## src/rtl/nbit_core_pkg.sv

```systemverilog
// nbit_core_pkg: opcode, state and field-width definitions
// shared by the parametrised accumulator core.
package nbit_core_pkg;

  localparam int OP_W = 4;

  localparam logic [OP_W-1:0] OP_NOP  = 4'h0;
  localparam logic [OP_W-1:0] OP_LDI  = 4'h1;
  localparam logic [OP_W-1:0] OP_ADDI = 4'h2;
  localparam logic [OP_W-1:0] OP_SUBI = 4'h3;
  localparam logic [OP_W-1:0] OP_OUT  = 4'h4;
  localparam logic [OP_W-1:0] OP_JMP  = 4'h5;
  localparam logic [OP_W-1:0] OP_JZ   = 4'h6;
  localparam logic [OP_W-1:0] OP_JC   = 4'h7;
  localparam logic [OP_W-1:0] OP_MOVB = 4'h8;
  localparam logic [OP_W-1:0] OP_ADD  = 4'h9;
  localparam logic [OP_W-1:0] OP_HLT  = 4'hF;

  typedef enum logic [1:0] {
    ST_IDLE  = 2'd0,
    ST_FETCH = 2'd1,
    ST_EXEC  = 2'd2,
    ST_HALT  = 2'd3
  } state_t;

endpackage

```

## src/rtl/nbit_prog_mem.sv

```systemverilog
// nbit_prog_mem: program store with one synchronous write
// port and a combinational read port (not reset).
module nbit_prog_mem
  import nbit_core_pkg::*;
#(
  parameter int DEPTH   = 16,
  parameter int INSTR_W = 8,
  localparam int AW     = $clog2(DEPTH)
) (
  input  logic               clk_i,
  input  logic               we_i,
  input  logic [AW-1:0]      waddr_i,
  input  logic [INSTR_W-1:0] wdata_i,
  input  logic [AW-1:0]      raddr_i,
  output logic [INSTR_W-1:0] rdata_o
);

  logic [INSTR_W-1:0] mem_q [DEPTH];

  always_ff @(posedge clk_i) begin
    if (we_i) begin
      mem_q[waddr_i] <= wdata_i;
    end
  end

  assign rdata_o = mem_q[raddr_i];

endmodule

```

## src/rtl/nbit_prog_core.sv

```systemverilog
// nbit_prog_core: accumulator processor with strobe-loaded
// program memory, Z/C flags, branches and a halt state.
module nbit_prog_core
  import nbit_core_pkg::*;
#(
  parameter int DATA_W   = 8,
  parameter int IMM_W    = 4,
  parameter int DEPTH    = 16,
  localparam int AW      = $clog2(DEPTH),
  localparam int INSTR_W = OP_W + IMM_W
) (
  input  logic               clk,
  input  logic               clear,
  input  logic               enable,
  input  logic [INSTR_W-1:0] instruc,
  input  logic               run,
  output logic [DATA_W-1:0]  port_1,
  output logic               busy,
  output logic               halted,
  output logic [AW:0]        prog_cnt,
  output logic               prog_full
);

  state_t state_q, state_d;
  logic [AW-1:0] pc_q, pc_d;
  logic [AW:0] wr_q, wr_d;
  logic [DATA_W-1:0] a_q, a_d;
  logic [DATA_W-1:0] b_q, b_d;
  logic [DATA_W-1:0] port_q, port_d;
  logic z_q, z_d;
  logic c_q, c_d;
  logic en_q;
  logic [INSTR_W-1:0] ir_q, ir_d;
  logic [INSTR_W-1:0] mem_rdata;
  logic mem_we;
  logic en_rise;
  logic full;

  logic [OP_W-1:0] opcode;
  logic [IMM_W-1:0] imm;
  logic [DATA_W-1:0] imm_x;
  logic [AW-1:0] tgt;
  logic [DATA_W:0] add_i;
  logic [DATA_W:0] sub_i;
  logic [DATA_W:0] add_b;

  assign opcode = ir_q[INSTR_W-1 -: OP_W];
  assign imm = ir_q[IMM_W-1:0];
  assign imm_x = DATA_W'(imm);
  assign tgt = imm[AW-1:0];

  // MSB of the widened sums is carry; of the difference, borrow
  assign add_i = {1'b0, a_q} + {1'b0, imm_x};
  assign sub_i = {1'b0, a_q} - {1'b0, imm_x};
  assign add_b = {1'b0, a_q} + {1'b0, b_q};

  assign full = (wr_q == (AW+1)'(DEPTH));
  assign en_rise = enable & ~en_q;

  nbit_prog_mem #(
    .DEPTH  (DEPTH),
    .INSTR_W(INSTR_W)
  ) u_mem (
    .clk_i  (clk),
    .we_i   (mem_we),
    .waddr_i(wr_q[AW-1:0]),
    .wdata_i(instruc),
    .raddr_i(pc_q),
    .rdata_o(mem_rdata)
  );

  always_comb begin
    state_d = state_q;
    pc_d = pc_q;
    wr_d = wr_q;
    a_d = a_q;
    b_d = b_q;
    z_d = z_q;
    c_d = c_q;
    ir_d = ir_q;
    port_d = port_q;
    mem_we = 1'b0;
    unique case (state_q)
      ST_IDLE: begin
        if (en_rise && !full && !clear) begin
          mem_we = 1'b1;
          wr_d = wr_q + 1'b1;
        end
        if (run) begin
          state_d = ST_FETCH;
          pc_d = '0;
        end
      end
      ST_FETCH: begin
        ir_d = mem_rdata;
        state_d = ST_EXEC;
      end
      ST_EXEC: begin
        state_d = ST_FETCH;
        pc_d = pc_q + 1'b1;
        unique case (1'b1)
          (opcode == OP_LDI): begin
            a_d = imm_x;
            z_d = ~|imm_x;
          end
          (opcode == OP_ADDI): begin
            {c_d, a_d} = add_i;
            z_d = ~|add_i[DATA_W-1:0];
          end
          (opcode == OP_SUBI): begin
            {c_d, a_d} = sub_i;
            z_d = ~|sub_i[DATA_W-1:0];
          end
          (opcode == OP_OUT): port_d = a_q;
          (opcode == OP_JMP): pc_d = tgt;
          (opcode == OP_JZ): if (z_q) pc_d = tgt;
          (opcode == OP_JC): if (c_q) pc_d = tgt;
          (opcode == OP_MOVB): b_d = a_q;
          (opcode == OP_ADD): begin
            {c_d, a_d} = add_b;
            z_d = ~|add_b[DATA_W-1:0];
          end
          (opcode == OP_HLT): state_d = ST_HALT;
          default: ;
        endcase
      end
      ST_HALT: begin
        if (run) begin
          state_d = ST_FETCH;
          pc_d = '0;
          a_d = '0;
          b_d = '0;
          z_d = 1'b0;
          c_d = 1'b0;
        end
      end
      default: state_d = ST_IDLE;
    endcase
  end

  always_ff @(posedge clk) begin
    if (clear) begin
      state_q <= ST_IDLE;
      pc_q <= '0;
      wr_q <= '0;
      a_q <= '0;
      b_q <= '0;
      z_q <= 1'b0;
      c_q <= 1'b0;
      ir_q <= '0;
      port_q <= '0;
      en_q <= 1'b0;
    end else begin
      state_q <= state_d;
      pc_q <= pc_d;
      wr_q <= wr_d;
      a_q <= a_d;
      b_q <= b_d;
      z_q <= z_d;
      c_q <= c_d;
      ir_q <= ir_d;
      port_q <= port_d;
      en_q <= enable;
    end
  end

  assign port_1 = port_q;
  assign busy = (state_q == ST_FETCH) || (state_q == ST_EXEC);
  assign halted = (state_q == ST_HALT);
  assign prog_cnt = wr_q;
  assign prog_full = full;

endmodule

```

## config.mk

```make
export PLATFORM = sky130hd
export DESIGN_NAME = nbit_prog_core
export DESIGN_NICKNAME = d
export VERILOG_FILES = /design/src/rtl/nbit_core_pkg.sv /design/src/rtl/nbit_prog_mem.sv /design/src/rtl/nbit_prog_core.sv
export SDC_FILE = /design/constraint.sdc
export NUM_CORES = 1
export LEC_CHECK = 0
export CELL_PAD_IN_SITES_DETAIL_PLACEMENT = 1
export CELL_PAD_IN_SITES_GLOBAL_PLACEMENT = 1
export CORE_ASPECT_RATIO = 1.5
export CORE_UTILIZATION = 40
export DETAILED_ROUTE_END_ITERATION = 12
export GPL_ROUTABILITY_DRIVEN = 0
export HOLD_SLACK_MARGIN = 0.02
export PLACE_DENSITY_LB_ADDON = 0.3
export REMOVE_ABC_BUFFERS = 1
export SYNTH_ARGS = -nofsm -noshare
export SYNTH_HDL_FRONTEND = slang
export SYNTH_SLANG_ARGS = --single-unit
export TNS_END_PERCENT = 10
```

## constraint.sdc

```tcl
create_clock -name clk -period 3.76 [get_ports clk]
set_input_delay 1.128 -clock clk [delete_from_list [all_inputs] [get_ports clk]]
set_output_delay 1.128 -clock clk [all_outputs]
set_load 0.05 [all_outputs]
```

==> results.md <==
* Largest family of logic cells by synthesized area: multiplexers
* H-tree levels at 4
* Setup Skew at around 0.014 ns
* Switching Fraction at 0.2868
* Status: finished, final reports clean
* Pwr Density at 528.2 nW/um^2
* Fin nets at 654
* Total routed wirelength at around 20000 um
* Worst reg2reg startpoint: a_q[1]
* Register area at between 4000 and 5000 sq um
* Hold-fix buffers at CTS at 0
* Port Buf Inserts at 27
* First-pass GRT wire length at 30500 um
* Critical Path Source: prog_cnt[0]
* Largest net degree at the start of global routing at 47
* Slowest-stage cell, CP: clkdlybuf4s50_1
* Num CTS Buffers at 17
* Cell Area, Synth at 8064 sq um
* CTS tree: built
* Post-synthesis register bit count at 174
* Total track usage at 0.2001
* Clock sinks at 174
* Antenna Violating Nets Remaining at 0
* Synthesis-to-layout area growth at 15.50%
* Multi-input combinational cell area at 3100 sq um
* CTS Buffer Depth at 2
* Cells after synthesis at ~580
* Xor/xnor share of the synthesized area at 0.01846
* Sequential group share of total power at 0.447
* Share of layout cells above drive strength 1 at 0.1741
* Syn Area/Cell at around 14 sq um
* Gr ovfl total at 0
* Seq/Total Area, Yosys at 0.5908
* Routed len/inst at 22.32 um
* Via count at 4949
* Setup Total Neg Slack at 0 ns
* Initial DRT Pass Iterations at 4
* Max Freq at about 0.3 GHz
* Comb power frac at 0.175
* Psw at 1411 uW
* I/O pins at 28
* Synth Warn # at 0
* Unrepaired setup endpoints after global routing: no
* CTS resizes at 0
* Final hold vios at 0
* Max-slew headroom at 0.4408
* Post-synthesis simple-gate area fraction at 0.09201
* Placed wire-length estimate at between 10000 and 15000 um
* Mux cell area share after synthesis at 0.1443
* Fin. max-slew vios at 0
* Min-Delay Startpoint: b_q[3]
* Hold WC Path Type: reg2reg
* Max-Cap Viols at 0
* Crit path max fanout at 6
* Drt drc at 0
* Worst path max stage delay at 0.86 ns
* Startpoint types: flop
* Initial Util at 0.4076
* Cell family with most CP delay: buffers and inverters
* Final core occ at 0.4708
* Internal power at 3509 uW
* Placement Rows at 63
* Worst-path clk slew at 0.08 ns
* Die Span X at about 120 um
* Max VDD drop at roughly 0.34 mV
* Die area at 20740 sq um
* Post-synthesis adder-cell area fraction at 0.04779
* Clock root cell: clkbuf_16
* Filler cells at around 2000
* Buffers & Inverters on Critical Path at 2
* Setup violations, final at 0
* Skew-Pair Late Insertion Delay at 0.44 ns
* Vias per inst at 5.586
* Critical path class: reg2out
* CP Data Arrival Time at 2.23 ns
* Compound-gate portion of the synthesized area at 0.08192
* Ys flop type: edfxtp_1
* P_leak at 0.003059 uW
* Vias in the first global route at about 5300
* Core Area at 19790 sq um
* Die height at 175.9 um
* Data required, critical path at 2.63 ns
* Detailed Route Iter0 Violations at around 240
* CP cell instances: inv_1, ha_1, nand2_1, nor3_1, clkdlybuf4s50_1
* Initial antenna violation count at 0
* EDFF count, synth at 128
* Post-CTS setup buffer count at 0
* Post-synth cell types at 64
* Inserted Diodes at 0
* Worst-margin pin slew at 0.8325 ns
* Asr flop ratio synth at 0
* Min Tclk post-route at 3.357 ns
* Clk network pwr share at 0.378
* Part of the cycle the worst path needs at 0.8927
* CP endpoint kind: output pin
-- synthesized netlist by cell type (9+ instances only) --
library cell | n | share of area
o21ai_0 | 15 | 0.0093
nand2b_1 | 14 | 0.011
nor3_1 | 13 | 0.0081
edfxtp_1 | 128 | 0.48
clkbuf_1 | 19 | 0.0088
buf_2 | 9 | 0.0056
mux2i_1 | 24 | 0.030
xor2_1 | 9 | 0.0098
ha_1 | 26 | 0.040
mux4_2 | 40 | 0.11
dfxtp_1 | 46 | 0.11
a21oi_1 | 28 | 0.017
inv_1 | 15 | 0.0070
nor2_1 | 64 | 0.030
nand2_1 | 20 | 0.0093
-- final cells by class --
cell class / count / share of cell area
clock buffers: 18 / 0.04715
clock inverters: 14 / 0.02109
inverters: 15 / 0.006045
multi-input cells: 356 / 0.3329
flip-flops and latches: 174 / 0.5117
well taps: 260 / 0.03493
repair buffers: 49 / 0.04621
-- registers in the layout, summed over array words and instances, names as in the netlist --
name / flops
c_q: 1
z_q: 1
prog_cnt: 5
pc_q: 4
state_q: 2
port_1: 8
u_mem.mem_q: 128
b_q: 8
a_q: 8
ir_q: 8
en_q: 1
-- through the flow --
stage                     area (sq um)  instances  worst slack (ns)  power (uW)  hold slack [ns]
after global placement            8678        854            0.5257        3082           0.4691
after global routing              9314        886            0.2956        5091           0.5069
final                             9314        886            0.4035        4919           0.4870
after detailed placement          8678        854            0.4195        3105           0.4759
after floorplan                   7921        545            0.2271        2818           0.4437
after CTS                         9314        886            0.3785        4953           0.4886
-- per-layer routing --
| metal | vias up | global-route usage | routed length, um |
|---|---|---|---|
| met5 | - | 0 | 0 |
| met4 | 0 | 0.1079 | 784 |
| met3 | 42 | 0.03474 | 588 |
| met2 | 118 | 0.3907 | 11360 |
| met1 | 2526 | 0.1973 | 7044 |
| li1 | 2263 | - | - |
-- cells by family after synthesis --
logic type               after synthesis
multiplexers                          66
flip-flops                           174
AO/OA/AOI/OAI                         95
buffers and inverters                 47
XOR/XNOR                              17
adder cells (fa/ha/maj)               29
AND/OR/NAND/NOR                      149
-- power groups by stage --
stage          Clock, uW  Combinational, uW  Sequential (uW)
2_1_floorplan          0                577             2240
3_3_place_gp           0                842             2240
3_5_place_dp           0                862             2240
4_1_cts             1880                868             2200
5_1_grt             1950                935             2210
6_report            1860                861             2200
-- cells in the final DEF (no fill, tap or decap), types with 3 or more instances in the layout --
| cell type | count |
|---|---|
| a21o_1 | 6 |
| a21oi_1 | 28 |
| a22o_1 | 3 |
| a22oi_1 | 6 |
| a31oi_1 | 3 |
| buf_4 | 22 |
| clkbuf_16 | 17 |
| clkdlybuf4s50_1 | 26 |
| clkinv_8 | 3 |
| dfxtp_1 | 45 |
| edfxtp_1 | 128 |
| fa_1 | 3 |
| ha_1 | 26 |
| inv_1 | 15 |
| inv_8 | 4 |
| mux2i_1 | 24 |
| mux4_2 | 40 |
| nand2_1 | 20 |
| nand2b_1 | 14 |
| nand3_1 | 5 |
| nand3b_1 | 5 |
| nor2_1 | 64 |
| nor2b_1 | 7 |
| nor3_1 | 13 |
| o211ai_1 | 3 |
| o21a_1 | 5 |
| o21ai_0 | 15 |
| or2_2 | 3 |
| or3_1 | 4 |
| xnor2_1 | 8 |
| xor2_1 | 9 |
-- final timing paths --
kind	to	slack (ns)	depth (start not counted)
max	prog_full	0.40	5
min	b_q[3]	0.49	2
max reg2reg	z_q	1.06	7
min reg2reg	b_q[3]	0.49	2
-- tightest hold or removal path, stage by stage, from the launching register on --
cell,delay [ns]
dfxtp_1,0.32
nand2b_1,0.07
a21oi_1,0.05
No activity file was read; power rests on OpenSTA's default activity.
